## config.mk

```make
export PLATFORM = sky130hd
export DESIGN_NAME = uart_rx
export DESIGN_NICKNAME = d
export VERILOG_FILES = /design/src/rtl/uart_rx.sv
export SDC_FILE = /design/constraint.sdc
export NUM_CORES = 1
export LEC_CHECK = 0
export CAP_MARGIN = 10
export CELL_PAD_IN_SITES_DETAIL_PLACEMENT = 2
export CELL_PAD_IN_SITES_GLOBAL_PLACEMENT = 2
export CORE_ASPECT_RATIO = 1.4
export CORE_MARGIN = 3
export CORE_UTILIZATION = 38
export CTS_CLUSTER_DIAMETER = 100
export DETAILED_ROUTE_END_ITERATION = 12
export PLACE_DENSITY_LB_ADDON = 0.1
export SLEW_MARGIN = 0
export SYNTH_ARGS = -nofsm -noshare
export SYNTH_HDL_FRONTEND = slang
export SYNTH_SLANG_ARGS = --single-unit
```

## constraint.sdc

```tcl
create_clock -name clk -period 2.2 [get_ports clk]
set_input_delay 0.33 -clock clk [delete_from_list [all_inputs] [get_ports clk]]
set_output_delay 0.33 -clock clk [all_outputs]
set_load 0.05 [all_outputs]
```

## src/rtl/uart_rx.sv

```systemverilog
// uart_rx: 16x-oversampled UART receiver.
// Frame: start + DBIT data bits (LSB first) + optional even-parity bit + stop.
// Optional feature: define UART_RX_PARITY_EN to add the PARITY state and the
// parity_err output. The default build (macro undefined) has no parity logic.
module uart_rx #(
    parameter int DBIT    = 8,   // data bits per frame, 5..8
    parameter int SB_TICK = 16   // ticks in the stop bit (16 = 1, 32 = 2 stop bits)
) (
    input  logic       clk,
    input  logic       reset_n,
    input  logic       s_tick,
    input  logic       rx,
    output logic [7:0] rx_data,
    output logic       rx_done,
    output logic       frame_err,
    output logic       busy
`ifdef UART_RX_PARITY_EN
    ,
    output logic       parity_err
`endif
);

    // Data is shifted in from the MSB side, so after DBIT shifts the frame
    // sits in the top DBIT bits; this realigns it to the LSB.
    localparam int SHR = 8 - DBIT;

`ifdef UART_RX_PARITY_EN
    typedef enum logic [2:0] {S_IDLE, S_START, S_DATA, S_PARITY, S_STOP} state_t;
`else
    typedef enum logic [1:0] {S_IDLE, S_START, S_DATA, S_STOP} state_t;
`endif

    state_t     state_q, state_d;
    logic [4:0] tick_q, tick_d;
    logic [2:0] bit_q, bit_d;
    logic [7:0] shreg_q, shreg_d;
    logic [7:0] data_q, data_d;
    logic       done_q, done_d;
    logic       ferr_q, ferr_d;
    logic       sync1_q, rx_s_q, rx_prev_q;
`ifdef UART_RX_PARITY_EN
    logic       par_q, par_d;
    logic       perr_q, perr_d;
`endif

    // Two-flop synchronizer plus a delayed copy for falling-edge detection.
    // All three idle high so reset never looks like a start edge.
    always_ff @(posedge clk or negedge reset_n) begin
        if (!reset_n) begin
            sync1_q   <= 1'b1;
            rx_s_q    <= 1'b1;
            rx_prev_q <= 1'b1;
        end else begin
            sync1_q   <= rx;
            rx_s_q    <= sync1_q;
            rx_prev_q <= rx_s_q;
        end
    end

    // FSM, counters, shift register and output registers.
    always_ff @(posedge clk or negedge reset_n) begin
        if (!reset_n) begin
            state_q <= S_IDLE;
            tick_q  <= '0;
            bit_q   <= '0;
            shreg_q <= '0;
            data_q  <= '0;
            done_q  <= 1'b0;
            ferr_q  <= 1'b0;
`ifdef UART_RX_PARITY_EN
            par_q   <= 1'b0;
            perr_q  <= 1'b0;
`endif
        end else begin
            state_q <= state_d;
            tick_q  <= tick_d;
            bit_q   <= bit_d;
            shreg_q <= shreg_d;
            data_q  <= data_d;
            done_q  <= done_d;
            ferr_q  <= ferr_d;
`ifdef UART_RX_PARITY_EN
            par_q   <= par_d;
            perr_q  <= perr_d;
`endif
        end
    end

    // Next-state logic. Only the IDLE start-edge detect runs without s_tick;
    // everything else is frozen between ticks.
    always_comb begin
        state_d = state_q;
        tick_d  = tick_q;
        bit_d   = bit_q;
        shreg_d = shreg_q;
        data_d  = data_q;
        done_d  = 1'b0;
        ferr_d  = ferr_q;
`ifdef UART_RX_PARITY_EN
        par_d   = par_q;
        perr_d  = perr_q;
`endif
        case (state_q)
            S_IDLE: begin
                // Edge, not level: a line stuck low cannot retrigger.
                if (rx_prev_q && !rx_s_q) begin
                    state_d = S_START;
                    tick_d  = '0;
                end
            end
            S_START: begin
                if (s_tick) begin
                    if (tick_q == 5'd7) begin
                        if (!rx_s_q) begin
                            state_d = S_DATA;
                            tick_d  = '0;
                            bit_d   = '0;
                        end else begin
                            state_d = S_IDLE;  // glitch, not a real start bit
                        end
                    end else begin
                        tick_d = tick_q + 5'd1;
                    end
                end
            end
            S_DATA: begin
                if (s_tick) begin
                    if (tick_q == 5'd15) begin
                        tick_d  = '0;
                        shreg_d = {rx_s_q, shreg_q[7:1]};
                        if (bit_q == 3'(DBIT - 1)) begin
                            bit_d   = '0;
`ifdef UART_RX_PARITY_EN
                            state_d = S_PARITY;
`else
                            state_d = S_STOP;
`endif
                        end else begin
                            bit_d = bit_q + 3'd1;
                        end
                    end else begin
                        tick_d = tick_q + 5'd1;
                    end
                end
            end
`ifdef UART_RX_PARITY_EN
            S_PARITY: begin
                if (s_tick) begin
                    if (tick_q == 5'd15) begin
                        tick_d  = '0;
                        par_d   = rx_s_q;
                        state_d = S_STOP;
                    end else begin
                        tick_d = tick_q + 5'd1;
                    end
                end
            end
`endif
            S_STOP: begin
                if (s_tick) begin
                    if (tick_q == 5'(SB_TICK - 1)) begin
                        tick_d  = '0;
                        data_d  = shreg_q >> SHR;
                        ferr_d  = ~rx_s_q;
                        done_d  = 1'b1;
                        state_d = S_IDLE;
`ifdef UART_RX_PARITY_EN
                        perr_d  = (^(shreg_q >> SHR)) ^ par_q;
`endif
                    end else begin
                        tick_d = tick_q + 5'd1;
                    end
                end
            end
            default: state_d = S_IDLE;
        endcase
    end

    assign rx_data   = data_q;
    assign rx_done   = done_q;
    assign frame_err = ferr_q;
    assign busy      = (state_q != S_IDLE);
`ifdef UART_RX_PARITY_EN
    assign parity_err = perr_q;
`endif

endmodule

```

== After elaboration in Yosys (flattened, before gate mapping) ==
Index checks and enable logic that the tools add are counted.

* Add/subtract/negate cells: 2
* Equal/unequal tests: 17
* Mux-type cells: 27
* Bitwise logic cells: 1
* Reductions and logical operators: 11

{| class="wikitable"
|+ Operators by type and width
! kind !! number
|-
| 2-to-1 mux 5 bit || 6
|-
| 2-to-1 mux 2 bit || 9
|-
| 2-to-1 mux 3 bit || 6
|-
| inequality test 2 bit (second input constant) || 9
|-
| one-hot mux 5 bit (3 select lines) || 1
|-
| one-hot mux 2 bit (4 select lines) || 1
|-
| AND reduction 8 bit || 1
|-
| one-hot mux 3 bit (2 select lines) || 1
|-
| AND reduction 3 bit || 2
|-
| AND reduction 6 bit || 1
|-
| adder 5 x 1 -> 5 bit (second input constant) || 1
|-
| equality test 5 x 3 -> 1 bit (second input constant) || 1
|-
| equality test 5 x 4 -> 1 bit (second input constant) || 1
|-
| equality test 2 bit (second input constant) || 2
|-
| AND reduction 4 bit || 1
|-
| nonzero test 2 bit || 2
|-
| adder 3 x 1 -> 3 bit (second input constant) || 1
|-
| equality test 3 bit (second input constant) || 1
|-
| 2-to-1 mux 1 bit || 3
|-
| inequality test 3 bit (second input constant) || 1
|-
| equality test 2 x 1 -> 1 bit (second input constant) || 1
|-
| logical NOT 2 bit || 1
|-
| inequality test 2 x 1 -> 1 bit (second input constant) || 1
|-
| OR reduction 2 bit || 1
|-
| other kinds (3) || 3
|}

* Register bits after elaboration: 31
* Input port bits: 4
* Output and inout bits: 11

== Logic depth before layout (Yosys ltp) ==
Gate-level depths: netlist of run 1.

* Word-level depth: 5
* Depth in mapped cells: 6
* Gate-level depth less buffers: 6

== Least setup slack after synthesis of run 1 ==
No wires, ideal clock.

* Path type: reg-to-reg
* From: register tick_q[0]
* To: register tick_q[4]
* Library setup time: 0.125 ns
* Arrival: 1.486 ns
* Slack: 0.589 ns
* Cell stages (with the launch flop): 6
* Path buffers: 0
* Clock period less this slack: 1.611 ns
* Cells stage by stage: dfrtp_1 -> ha_1 -> nand3b_1 -> o31ai_2 -> o21a_1 -> mux2_2

* Word-level cells in the longest chain between the ends: 4

{| class="wikitable"
|+ Ends and longest elaborated chain
! element !! RTL line !! text
|-
| from (decl) || 34 || <nowiki>logic [4:0] tick_q, tick_d;</nowiki>
|-
| from (signal assigned) || 76 || <nowiki>tick_q <= tick_d;</nowiki>
|-
| adder 5 x 1 -> 5 bit (tied with other cells) || 122, 142, 171 ||
|-
| 2-to-1 mux 5 bit (on tied branches) || 128, 161, 113 ||
|-
| 2-to-1 mux 5 bit (on tied branches) || 160, 112 ||
|-
| one-hot mux 5 bit (3 select lines) || 103 || <nowiki>case (state_q)</nowiki>
|}

Several ways; a longest one is shown, not always the timed one. The select of a mux whose other input is x is not followed.
A chain may end at the register's enable or synchronous reset.

== Worst setup path after layout of run 1 ==
* From: register tick_q[0]
* To: register shreg_q[6]

* Word-level cells in the longest chain between the ends: 2

{| class="wikitable"
|+ Ends and longest elaborated chain
! element !! RTL line !! text
|-
| equality test 5 x 4 -> 1 bit || 128 || <nowiki>if (tick_q == 5'd15) begin</nowiki>
|-
| AND reduction 3 bit (no line) || - ||
|-
| to (signal assigned) || 78 || <nowiki>shreg_q <= shreg_d;</nowiki>
|-
| to (decl) || 36 || <nowiki>logic [7:0] shreg_q, shreg_d;</nowiki>
|}

No other way between the ends.

==> impl_results.md, run 1 <==
* Worst Skew at 7.003 ps
* Post CTS Setup Buffer Count at 0
* TritonCTS clock tree: built
* Area Growth Syn to Fin at 17.63%
* Max frequency at 0.5236 GHz
* Crit path to: shreg_q[6]$_DFFE_PN0P_
* Final #Nets at 134
* Placed Cells at 159
* Num rows at 25
* # fillers at 342
* Worst VDD drop at 0.4911 mV
* Largest net degree at the start of global routing at 32
* Synth top area share at 49.12%
* Initial antenna violation count at 0
* Sink Count at 31
* Sequential element share of the synthesized area at 54.65%
* Die H at 78.49 um
* Share of layout cells above drive strength 1 at 28.35%
* PwrDens at 951.6 mW/mm2
* DRC violations left at 0
* Leak at 0.8064 nW
* Worst path max stage delay at 440 ps
* WP depth at 4
* Required time of the critical path at 2360 ps
* Worst Path Max Fanout at 9
* Slew @ Worst Pin at 514.7 ps
* Gpl congestion at 0.7101
* Crit path DAT at 2070 ps
* Slew margin rel. at 65.58%
* CTS root buf: clkbuf_8
* Top delay family on crit path: simple AND/OR/NAND/NOR gates
* Status: complete, no violations
* CP startpoint kind: register
* Setup crit end kind: register
* Post-Syn Instances at 108
* TritonCTS Buffers at 5
* R2R Setup Slk at 290 ps
* Initial core utilization at 40.71%
* Post-Syn Area at 0.001426 mm2
* N_diodes at 0
* Max Transition Viols Final at 0
* Final hold vios at 0
* Iter 0 DRT Violations at 24
* Max Root-Sink Buffers at 2
* Post-DP HPWL at 2115 um
* Final setup TNS at 0 ps
* WL/cell at 17.78 um
* Number of iterations in the first detailed-routing pass at 4
* Post-layout util at 47.89%
* Ports at 15
* Global-route wire length before repair at 5154 um
* Worst Hold Class: reg -> reg
* Tmin final at 1910 ps
* Avg Cell Area, Syn at 13.21 um2
* Cell Count, Final, Fillers Out at 167
* Ys Warns at 0
* Total power at 1.597 mW
* CP Class: reg -> reg
* IO buf count at 14
* CTS H-tree depth at 2
* Gr ovfl total at 0
* Final setup fails at 0
* Cell depth of the worst hold path at 0
* Max stage delay cell, worst path: and3_1
* Max_cap viols at 0
* Detailed-route vias per instance at 5.497
* Post-CTS Resized at 0
* Synthesized Nets at 116
* Register bit total from synthesis at 31
* Crit path cell chain: ha_1 > and4b_4 > and3_1 > mux2_2
* Vias at 918
* Clk slew on worst S/H paths at 60 ps
* Post-synth cell types at 33
* Worst path bufs/invs at 0
* Final WL at 2970 um
* Worst-case reg-to-reg path depth at 4
* Reg-to-reg startpoint: tick_q[0]$_DFFE_PN0P_
* Crit share post-route at 86.82%
* Remaining antenna violation count after routing at 0
* Worst r2r dst: shreg_q[6]$_DFFE_PN0P_
* Cell taking the most area after synthesis: dfrtp_1
* Worst hold slack at 357.1 ps
* Synth area leaders: dfrtp_1 49%, mux2_2 9.5%, mux2_4 7.4%
* Clk_lat worst skew at 280 ps
* Die area at 0.004535 mm2
* RSZ-0062 raised after global routing: no
* DIE WIDTH at 57.78 um
* CTS Hold Bufs at 0
* Total Routing Usage GR at 15.22%
* Core area at 0.003503 mm2
* Number of global-route vias before repair at 1070
* CP startpoint: tick_q[0]$_DFFE_PN0P_
## power by group
group | leakage (nW) | total, mW | internal, mW | switching, mW
logic | 0.360 | 0.386 | 0.173 | 0.213
registers | 0.405 | 0.776 | 0.649 | 0.126
clock network | 0.0412 | 0.435 | 0.221 | 0.214
total | 0.806 | 1.60 | 1.04 | 0.554
## worst reg2reg max path, cell delays in order (launching register included)
cell     delay (ps)
dfrtp_1         380
ha_1            270
and4b_4         330
and3_1          440
mux2_2          390
## registers in the layout, indices dropped and copies added (netlist names), named ones only
register	cells
rx_prev_q	1
shreg_q	8
rx_done	1
rx_data	8
tick_q	5
bit_q	3
rx_s_q	1
state_q	1
sync1_q	1
frame_err	1
## cell usage after synthesis (all sizes together)
cell type,n
mux2i,3
a22oi,1
ha,4
nor2,3
and3,1
nand2b,1
nand2,8
nor2b,1
o21a,2
dfrtp,28
a21oi,1
buf,5
nand3b,1
a22o,1
a211o,1
a211oi,1
inv,6
a32oi,1
o31ai,4
nor3b,1
nand3,2
dfstp,3
a31oi,4
nor3,1
xnor2,1
and4b,1
o21ai,2
mux2,19
nand4,1
## logic make-up (layout without fill, tap and decap cells)
kind of cell             count (synthesis)  count (layout)  share of synthesized area (%)
AND/OR/NAND/NOR                         21              21                          8.948
XOR/XNOR                                 1               1                         0.6141
multiplexers                            22              22                          18.95
AO/OA/AOI/OAI                           18              18                          9.210
adder cells (fa/ha/maj)                  4               4                          3.509
flip-flops                              31              31                          54.65
buffers and inverters                   11              30                          4.122
## final cells by class
class	count	area [um2]	share of cell area [%]
sequential	31	779.5	46.46
multi-input combinational	66	588.1	35.05
timing repair buffer	16	152.6	9.098
clock buffer	6	72.57	4.325
tap	40	50.05	2.983
inverter	6	22.52	1.342
clock inverter	2	12.51	0.7457
## metal layers
metal  GRT usage [%]  wire length [um]  vias up
met5               0                 0        -
met4           6.961                29        0
met3           3.947                69        2
met2           26.13              1625       11
met1           17.25              1246      488
li1                -                 -      417
## metrics by stage
step           instance area [um2]  setup slack [ps]
3_5_place_dp                  1593             132.4
5_1_grt                       1678             168.6
6_report                      1678             290.0
2_1_floorplan                 1426             588.9
4_1_cts                       1678             261.3
3_3_place_gp                  1593             204.9
## how the worst min path moves through the flow
stage,start,endpoint,slack [ps]
after floorplan,reset_n,asynchronous set/reset pin,30
after global placement,sync1_q$_DFF_PN1_,rx_s_q$_DFF_PN1_,350
after detailed placement,sync1_q$_DFF_PN1_,rx_s_q$_DFF_PN1_,350
after CTS,sync1_q$_DFF_PN1_,rx_s_q$_DFF_PN1_,360
after global routing,sync1_q$_DFF_PN1_,rx_s_q$_DFF_PN1_,360
final,sync1_q$_DFF_PN1_,rx_s_q$_DFF_PN1_,360
## cells in the final DEF (no fill, tap or decap), types with 2 or more instances in the layout
master / instances
o21ai_0: 2
buf_4: 3
dfstp_2: 3
a31oi_1: 4
nand2_1: 8
o21a_1: 2
clkdlybuf4s50_1: 13
ha_1: 4
nand3_1: 2
mux2i_1: 3
mux2_2: 12
o31ai_1: 3
nor2_1: 3
clkbuf_8: 5
dfrtp_1: 28
inv_1: 6
mux2_4: 7
Power figures use the tool's default switching activity.
==> inputs of run 2 (changes only) <==
- CAP_MARGIN: 10 -> 20
==> results of run 2 <==
Final layout, timing and power as in run 1 (identical DEF).
==> variant: new RTL, config.mk and constraints of run 1 <==
Add a define of `UART_RX_PARITY_EN`.
--- a/src/rtl/uart_rx.sv
+++ b/src/rtl/uart_rx.sv
@@ -2,6 +2,8 @@
 // Frame: start + DBIT data bits (LSB first) + optional even-parity bit + stop.
 // Optional feature: define UART_RX_PARITY_EN to add the PARITY state and the
 // parity_err output. The default build (macro undefined) has no parity logic.
+`define UART_RX_PARITY_EN
+
 module uart_rx #(
     parameter int DBIT    = 8,   // data bits per frame, 5..8
     parameter int SB_TICK = 16   // ticks in the stop bit (16 = 1, 32 = 2 stop bits)
Function (old outputs only; new: parity_err): no difference found for any inputs over 10 cycles, from zero or initial values and one cycle with reset_n low; that may be too few to reach the edited logic, so the function may still have changed.
==> variant against run 1 <==
Synthesized area increased by 18%; first-iteration DRC count increased by 4.2%; maximum frequency decreased by 2.3%; via count increased by 24%; global-route usage increased by 0.38 points; routed wire length increased by 24%; final cell count increased by 32%; power increased by 12%; sequential cell count increased by 3; cell area increased by 16%; setup slack got worse by 0.045 ns; critical path type unchanged; largest power group unchanged.
==> variant: results (changes against run 1) <==
- Leakage Power: 0.891 nW (+11%)
- Final Skew: 0.00319 ns (-0.00382 ns)
- Ratio of cells with drive above 1 in the final layout: 22.4% (-6.0 points)
- Reg2Reg Depth: 5 (+1)
- GP Congestion: 0.686 (-3.4%)
- Synthesized Nets: 151 (+30%)
- CP arrival: 2.12 ns (+0.05 ns)
- Mux cell area share after synthesis: 13.8% (-5.2 points)
- CTS Buffer Depth: 2 (unchanged)
- Worst supply voltage drop on vdd: 0.580 mV (+18%)
- PortBufs: 15 (+1)
- RR Endpoint: rx_data[5]$_DFFE_PN0P_
- Synth cell count leaders: dfrtp_1 (31), mux2_2 (13), nand2_1 (13)
- Post-synthesis xor/xnor area fraction: 5.22% (+4.6 points)
- Tot GR Track Use: 15.6% (+0.38 points)
- Vias per cell: 5.14 (-6.4%)
- Synth area leaders: dfrtp_1 (46%), mux2_2 (8.7%), dfstp_2 (4.7%), mux2_4 (4.5%), xnor2_1 (4.2%)
- Worst Max-Slew Pin Slew: 0.525 ns (+0.0106 ns)
- Total Wirelength: 3.69 mm (+24%)
- Worst-path maximum fanout: 13 (+4)
- Vias in the first global route: 1286 (+20%)
- Synth cell types: 36 (+9.1%)
- Antenna violations before repair: 0 (unchanged)
- Dpl hpwl: 2.75 mm (+30%)
- Nets: 169 (+26%)
- Fillers: 456 (+33%)
- Outcome: finished, final reports clean
- Compound-Gate Fraction of Synth Area: 8.95% (-0.26 points)
- First-pass GRT wire length: 6.32 mm (+23%)
## variant: critical path, cell delays in order (launching register included)
cell and delay [ns]:
dfrtp_1 0.39, ha_1 0.24, and3b_2 0.26, and3_1 0.34
nand3_4 0.24, mux2_4 0.37
## variant: cell families after synthesis
| logic type | Yosys count |
|---|---|
| flip-flops | 34 |
| multiplexers | 19 |
| buffers and inverters | 10 |
| AO/OA/AOI/OAI | 25 |
| AND/OR/NAND/NOR | 41 |
| adder cells (fa/ha/maj) | 4 |
| XOR/XNOR | 10 |
## variant: through the flow
step	std cells	instance area (um2)	util (%)	hold slack, ns	worst slack [ns]
2_1_floorplan	143	1680	-	0.0344	0.406
3_3_place_gp	214	1870	44.1	0.346	0.198
3_5_place_dp	214	1870	44.1	0.352	0.117
4_1_cts	221	1950	46.0	0.363	0.232
5_1_grt	221	1950	46.0	0.365	0.134
6_report	221	1950	46.0	0.362	0.245
## variant: power by group
group | internal, W | switching [W]
clock | 0.000212 | 0.000223
combinational | 0.000217 | 0.000319
sequential | 0.000700 | 0.000122
total | 0.00113 | 0.000663
## variant: cell type report
| cell class | count | share of cell area, % |
|---|---|---|
| flip-flops and latches | 34 | 43.8 |
| clock inverters | 2 | 0.513 |
| multi-input cells | 99 | 39.3 |
| repair buffers | 16 | 7.96 |
| well taps | 60 | 3.85 |
| clock buffers | 5 | 3.53 |
| inverters | 5 | 0.963 |
## variant: metal layers
metal	up-vias	wire (um)	track usage [%]
met2	22	2140	31.1
met5	-	0	0
met1	574	1350	15.4
li1	535	-	-
met3	6	117	2.81
met4	0	78	6.64
## variant: how the worst min path moves through the flow
stage | start | to | slack, ns
6_report | sync1_q$_DFF_PN1_ | rx_s_q$_DFF_PN1_ | 0.36
3_5_place_dp | sync1_q$_DFF_PN1_ | rx_s_q$_DFF_PN1_ | 0.35
5_1_grt | sync1_q$_DFF_PN1_ | rx_s_q$_DFF_PN1_ | 0.37
2_1_floorplan | reset_n | bit_q[0]$_DFFE_PN0P_ | 0.03
3_3_place_gp | sync1_q$_DFF_PN1_ | rx_s_q$_DFF_PN1_ | 0.35
4_1_cts | sync1_q$_DFF_PN1_ | rx_s_q$_DFF_PN1_ | 0.36
